$ cat src/rtl/sparse_sched_pkg.sv
// sparse_pkg: shared constants, state encoding and sizing helper for the
// sparse vector-product job controller (sparse_sched).
package sparse_pkg;

    localparam int DATA_W    = 8;
    localparam int N         = 16;
    localparam int VEC_W     = DATA_W * N;
    localparam int OUT_W     = 20;
    localparam int JOB_CNT_W = 16;

    typedef enum logic [1:0] {
        IDLE  = 2'd0,
        CLEAR = 2'd1,
        CALC  = 2'd2,
        DONE  = 2'd3
    } state_t;

    // Width of a down-counter that must hold values up to max(a,b)-1.
    function automatic int cnt_width(input int a, input int b);
        int m;
        int w;
        m = (a > b) ? a : b;
        w = $clog2(m);
        return (w < 1) ? 1 : w;
    endfunction

endpackage

$ cat src/rtl/sparse_sched_lat_cnt.sv
// sparse_lat_cnt: loadable down-counter with a zero flag. Used by the job
// controller to time the datapath clear and calculation phases.
module sparse_lat_cnt #(
    parameter int W = 5
) (
    input  logic         clk,
    input  logic         rst,
    input  logic         load,
    input  logic         dec,
    input  logic [W-1:0] load_val,
    output logic [W-1:0] cnt,
    output logic         zero
);

    // Load takes priority over decrement; the count saturates at zero.
    always_ff @(posedge clk or negedge rst) begin
        if (!rst) begin
            cnt <= '0;
        end else if (load) begin
            cnt <= load_val;
        end else if (dec && (cnt != '0)) begin
            cnt <= cnt - W'(1);
        end
    end

    assign zero = (cnt == '0);

endmodule

$ cat src/rtl/sparse_sched.sv
// sparse_sched: job controller for the sparse vector-product datapath.
// Accepts one operand pair, holds it on dp_a/dp_b, sequences datapath
// clear and calculation phases, then buffers the result in a one-entry
// output register with its own valid/ready handshake.
// Optional feature macro: SPARSE_SCHED_ZERO_SKIP_EN (a job with an all-zero
// operand bypasses CLEAR/CALC and completes with a zero result).
module sparse_sched #(
    parameter int DATA_W   = 8,
    parameter int N        = 16,
    parameter int OUT_W    = 20,
    parameter int CLR_CYC  = 1,
    parameter int CALC_LAT = 20
) (
    input  logic                            clk,
    input  logic                            rst,
    input  logic                            in_valid,
    output logic                            in_ready,
    input  logic [DATA_W*N-1:0]             vec_a,
    input  logic [DATA_W*N-1:0]             vec_b,
    output logic                            dp_rst,
    output logic [DATA_W*N-1:0]             dp_a,
    output logic [DATA_W*N-1:0]             dp_b,
    input  logic [OUT_W-1:0]                dp_result,
    output logic                            out_valid,
    input  logic                            out_ready,
    output logic [OUT_W-1:0]                out_data,
    output logic                            busy,
    output logic [sparse_pkg::JOB_CNT_W-1:0] job_cnt
);

    import sparse_pkg::*;

    localparam int CNT_W = cnt_width(CLR_CYC, CALC_LAT);

    state_t           state;
    logic             accept;
    logic             skip;
    logic             cnt_load;
    logic             cnt_dec;
    logic [CNT_W-1:0] cnt_load_val;
    logic [CNT_W-1:0] cnt;
    logic             cnt_zero;

    assign in_ready = (state == IDLE);
    assign busy     = (state != IDLE);
    // Datapath held in reset while idle and during the clear phase; released
    // in CALC and kept released in DONE so its result stays put.
    assign dp_rst   = (state == IDLE) || (state == CLEAR);
    assign accept   = in_valid && in_ready;

`ifdef SPARSE_SCHED_ZERO_SKIP_EN
    assign skip = (vec_a == '0) || (vec_b == '0);
`else
    assign skip = 1'b0;
`endif

    // Phase timer control: load on phase entry, count down inside a phase.
    always_comb begin
        cnt_load     = 1'b0;
        cnt_dec      = 1'b0;
        cnt_load_val = '0;
        case (state)
            IDLE: begin
                if (accept) begin
                    cnt_load     = 1'b1;
                    cnt_load_val = CNT_W'(CLR_CYC - 1);
                end
            end
            CLEAR: begin
                if (cnt_zero) begin
                    cnt_load     = 1'b1;
                    cnt_load_val = CNT_W'(CALC_LAT - 1);
                end else begin
                    cnt_dec = 1'b1;
                end
            end
            CALC: begin
                cnt_dec = !cnt_zero;
            end
            default: begin
                cnt_dec = 1'b0;
            end
        endcase
    end

    sparse_lat_cnt #(
        .W(CNT_W)
    ) u_lat_cnt (
        .clk     (clk),
        .rst     (rst),
        .load    (cnt_load),
        .dec     (cnt_dec),
        .load_val(cnt_load_val),
        .cnt     (cnt),
        .zero    (cnt_zero)
    );

    // Job FSM with registered operand, result and completion-count outputs.
    always_ff @(posedge clk or negedge rst) begin
        if (!rst) begin
            state     <= IDLE;
            dp_a      <= '0;
            dp_b      <= '0;
            out_data  <= '0;
            out_valid <= 1'b0;
            job_cnt   <= '0;
        end else begin
            case (state)
                IDLE: begin
                    if (accept) begin
                        dp_a <= vec_a;
                        dp_b <= vec_b;
                        if (skip) begin
                            out_data  <= '0;
                            out_valid <= 1'b1;
                            job_cnt   <= job_cnt + JOB_CNT_W'(1);
                            state     <= DONE;
                        end else begin
                            state <= CLEAR;
                        end
                    end
                end
                CLEAR: begin
                    if (cnt_zero) begin
                        state <= CALC;
                    end
                end
                CALC: begin
                    if (cnt_zero) begin
                        out_data  <= dp_result;
                        out_valid <= 1'b1;
                        job_cnt   <= job_cnt + JOB_CNT_W'(1);
                        state     <= DONE;
                    end
                end
                DONE: begin
                    if (out_valid && out_ready) begin
                        out_valid <= 1'b0;
                        state     <= IDLE;
                    end
                end
                default: begin
                    out_valid <= 1'b0;
                    state     <= IDLE;
                end
            endcase
        end
    end

endmodule

$ cat config.mk
export PLATFORM = sky130hd
export DESIGN_NAME = sparse_sched
export DESIGN_NICKNAME = d
export VERILOG_FILES = /design/src/rtl/sparse_sched_pkg.sv /design/src/rtl/sparse_sched_lat_cnt.sv /design/src/rtl/sparse_sched.sv
export SDC_FILE = /design/constraint.sdc
export NUM_CORES = 1
export LEC_CHECK = 0
export BUFFER_PORTS_ARGS = -buffer_cell sky130_fd_sc_hd__buf_2
export CAP_MARGIN = 30
export CORE_AREA = 2 2 224 226
export CTS_BUF_LIST = sky130_fd_sc_hd__clkbuf_4
export DETAILED_ROUTE_END_ITERATION = 10
export DIE_AREA = 0 0 226 228
export RECOVER_POWER = 100
export SYNTH_ARGS = -nofsm -noshare
export SYNTH_HDL_FRONTEND = slang
export SYNTH_SLANG_ARGS = --single-unit
$ cat constraint.sdc
create_clock -name clk -period 3.48 [get_ports clk]
set_clock_uncertainty 0.05 [all_clocks]
set_input_delay 0.174 -clock clk [delete_from_list [all_inputs] [get_ports clk]]
set_output_delay 0.174 -clock clk [all_outputs]
set_load 0.1 [all_outputs]
# Word-level counts from Yosys, hierarchy flattened
# Index checks and enable logic that the tools add are counted.
# classes
add_sub_neg	2
n_eq_ne	7
muxes	17
reduce_logical	15
# ops
cell	n
5-bit two-way mux	4
16-bit by 1-bit adder with 16-bit output, second input constant	1
2-bit two-way mux	4
2-bit one-hot mux with 4 select lines	1
2-bit != test, second input constant	3
1-bit one-hot mux with 2 select lines	3
2-bit nonzero test	3
5-bit zero test	1
1-bit two-way mux	5
5-bit nonzero test	1
5-bit by 1-bit subtractor with 5-bit output, second input constant	1
2-bit equality test, second input constant	2
2-bit AND reduction	2
4-bit AND reduction	1
1-bit logical AND	3
3-bit AND reduction	1
2-bit by 1-bit equality test with 1-bit output, second input constant	1
2-bit zero test	1
2-bit by 1-bit != test with 1-bit output, second input constant	1
1-bit zero test	1
1-bit logical OR	1
# word_totals
register_bits	300
inputBits	280
output_inout_bits	296
word_cells	48

# Longest topological paths before layout
# depth
depth_word	6
depth_mapped	8
depth_no_buf	6

# By module
# A second synthesis with hierarchy kept.
# hier_totals
cells_unflattened	702
area_unflattened_um2	11536.1
# by_module_without_submodules
mod	instances	cells_each	area_per_inst_um2	seq_area_each_um2
sparse_sched	1	670	11232.0	7382.1
sparse_lat_cnt	1	32	304.0	125.1

# Least setup slack after synthesis
# No wires, ideal clock.
# synth_timing
path_kind	register to register
start	register state[0]
end	register dp_a[55]
setup_ps	68
t_arrival_ps	3252
required_time_ps	3362
setup_slack_ps	109
path_stages_with_launch	9
n_path_buf	2
synth_period_minus_slack_ps	3371
path_cell_list	dfrtp_1 > inv_1 > ha_1 > inv_1 > nor2_1 > clkbuf_1 > clkbuf_1 > nand2_1 > nand2_1
# synth_via
elab_chain_len	3
# synth_rtl
element	line	source
start: declaration	sparse_sched.sv:35	state_t state;
start signal: assignment	sparse_sched.sv:101	state <= IDLE;
start signal: assignment	sparse_sched.sv:117	state <= DONE;
start signal: assignment	sparse_sched.sv:119	state <= CLEAR;
2-bit zero test *	sparse_sched.sv:44	assign in_ready = (state == IDLE);
named net in_ready	sparse_sched.sv:17	output logic in_ready,
1-bit logical AND	sparse_sched.sv:49	assign accept = in_valid && in_ready;
2-bit AND reduction (no line) *	-	
end signal: assignment	sparse_sched.sv:111	dp_a <= vec_a;
end: declaration	sparse_sched.sv:21	output logic [DATA_W*N-1:0] dp_a,
# The timed path passes the listed nets; every way through them passes the cells marked *.
# A chain may end at the register's enable or synchronous reset.

# Worst setup path after layout
# layout_timing
start	register state[0]
end	output port dp_rst
# layout_via
elab_chain_len	2
word_cells_on_any_way	3
cone_classes	1 x eq/ne; 2 x reduce/logical
# layout_rtl
element	line	source
2-bit by 1-bit equality test with 1-bit output / 2-bit zero test (equally long branches)	sparse_sched.sv:48	assign dp_rst = (state == IDLE) || (state == CLEAR);
1-bit logical OR *	sparse_sched.sv:48	
end: declaration	sparse_sched.sv:20	output logic dp_rst,
# Every way passes the cells marked *; elsewhere a longest branch is shown, timed or not.

==> impl_results.md <==
* Ratio of cells with drive above 1 in the final layout at 18.2%
* First drt pass iteration count at 5
* Hold Vio Cnt, Final at 0
* Core area at 49,300 sq um
* Final net count at 2,667
* Largest family of logic cells by synthesized area: simple AND/OR/NAND/NOR gates
* I/O Pins at 576
* DRC at 0
* Hold-fix buffers, CTS at 519
* Leading area contributor after synthesis: dfrtp_1
* Post-synth top area share at 65.5%
* CP required at 3.26 ns
* Die H at 228 um
* Syn Nets at 1,527
* First-pass GRT wire length at 74.9 mm
* Hold Path Depth at 4
* Via count at 13,509
* Top cells by area, synth: dfrtp_1 (65%), nand2_1 (26%), mux2_2 (2.1%)
* Period utilization at 81.1%
* Critical Path Fanout Max at 6
* CTS buffer count at 84
* Max-Cap Viols at 2
* Port buffer count at 575
* Worst-margin pin slew at 1.51 ns
* Clock slew at reported path FFs at 0.07 ns
* Post-synthesis xor/xnor area fraction at 1.38%
* Mux share of post-synthesis cell area at 2.06%
* Drt initial violations at 675
* Fin Setup TNS at 0 ns
* Mapped cell area at 11,500 sq um
* Crit Path Category: reg2out
* Vias in the first global route at 14,840
* Worst slew margin at -1.16%
* Status: finished with violations
* Startpoint types: flip-flop
* Critical Path End Type: output pin
* Clock Sinks at 300
* Site Rows at 82
* Post-DRT Antenna Nets at 0
* WL final at 47.8 mm
* Vias/cell at 4.33
* Synth cell types at 29
* Initial antenna violation count at 4
* Largest net degree at the start of global routing at 147
* Placer Congestion at 0.980
* Setup Buffers After CTS at 0
* Number of synthesized register bits at 300
* Cell count after synthesis at 1,241
* Failing checks: capacitance limit, slew limit
* Post-cts repair resize count at 0
* Worst R2R Path Depth at 6
* Yosys warns at 0
* RSZ-0062 raised after global routing: no
* Worst min path class: in2reg
* Later-pin clock latency in the skew report at 0.74 ns
* Max Freq at 354 MHz
* Sequential area share after synthesis at 65.5%
* Max Buffers Root-to-Sink at 3
* GRT Overall Usage at 18.2%
* Root buf cell: clkbuf_4
* CP arrival at 2.60 ns
* DIE WIDTH at 226 um
* Starting Density at 23.2%
* Post-synthesis compound-gate area fraction at 0.644%
* Synth-to-Final Area Change at 83.2%
* Die Area at 51,500 sq um
* Post-synthesis simple-gate area fraction at 27.5%
* Final Setup Violations at 0
* Hpwl dp at 26.2 mm
* Period minus WS final at 2.82 ns
* Drt wl/cell at 15.3 um
* Max-slew violations at 115
* Total grt overflow at 0
* CTS tree: done
* H-tree levels at 3
* Post-synthesis area per instance at 9.24 sq um
* Post-Synth Adder-Cell Area at 0.655%
## metrics by stage
stage	hold slack [ns]	std cells	area (sq um)	worst slack (ns)	utilization, %
3_3_place_gp	0.232	2448	15200	1.15	30.8
6_report	0.120	3119	21000	0.658	42.6
5_1_grt	0.0482	3119	21000	0.460	42.6
2_1_floorplan	-0.172	1241	11500	0.109	-
4_1_cts	0.000117	3115	21500	0.918	43.6
3_5_place_dp	0.242	2448	15200	1.09	30.8
## routing by layer
metal	GRT usage, %	share of wire [%]	vias to the layer above
met5	0	0	-
met3	5.23	7.8	257
met1	18.7	36	6403
met2	31.1	49	735
met4	14.3	6.7	0
li1	-	-	6114
## synthesized netlist by cell type
master	count
a2111oi_0	1
a21boi_0	1
a21o_1	1
a221oi_1	1
a22o_1	1
buf_6	1
clkbuf_1	58
dfrtp_1	300
ha_1	6
inv_1	8
mux2_2	21
nand2_1	781
nand3_1	5
nand4_1	2
nand4b_1	1
nor2_1	12
nor3_1	8
nor3_2	1
nor3b_1	1
nor4_4	1
nor4b_1	1
o211ai_1	1
o21ai_0	5
or2_2	2
or3_1	1
or4_4	1
or4b_4	1
xnor2_1	6
xor2_1	12
## state kept, by name, indices dropped and copies added (netlist names)
register	flops
out_valid	1
out_data	20
state	2
dp_b	128
job_cnt	16
dp_a	128
u_lat_cnt.cnt	5
## placed cells by master (no fill, tap or decap), types with 2 or more instances in the layout
cell and count:
xnor2_1 6, nand2_1 780, buf_12 6, clkbuf_1 308, nand3_1 5, xor2_1 12
or2_2 2, nor3_1 9, nand4_1 2, mux2_2 21, diode_2 4, nor2_1 12
buf_2 278, clkbuf_4 130, o21ai_0 5, inv_1 8, clkinv_2 2, clkinv_1 14
dlygate4sd3_1 518, dfrtp_1 300, ha_1 6
## critical path: stages (launching register included)
cell and delay [ns]:
dfrtp_1 0.42, inv_1 0.09, ha_1 0.29, or2_2 0.17, clkbuf_1 0.88
## worst paths after layout
kind                           start   endpoint  slack, ns
hold / removal             vec_b[64]   dp_b[64]       0.12
max in group asynchronous        rst   dp_a[38]       0.80
min in group asynchronous        rst  dp_a[103]       1.14
setup / recovery            state[0]     dp_rst       0.66
setup reg to reg            state[0]    dp_b[2]       0.69
hold reg to reg             dp_a[69]   dp_a[69]       0.42
## cell families after synthesis
logic type / count (synthesis)
flops: 300
buf+inv: 67
simple gates: 818
compound gates: 11
xor+xnor: 18
mux: 21
fa+ha+maj: 6
## area by class of cell
cell class | count | area (sq um)
fillers | 4630 | 28300
repair buffers | 1113 | 7870
flip-flops and latches | 300 | 7510
multi-input cells | 874 | 3670
clock buffers | 129 | 968
well taps | 672 | 841
clock inverters | 19 | 104
inverters | 8 | 30.0
diodes | 4 | 10.0
Power is left out: the tool's default activity adds up to more than one toggle a clock period on the data nets, which glitch-free logic cannot reach.
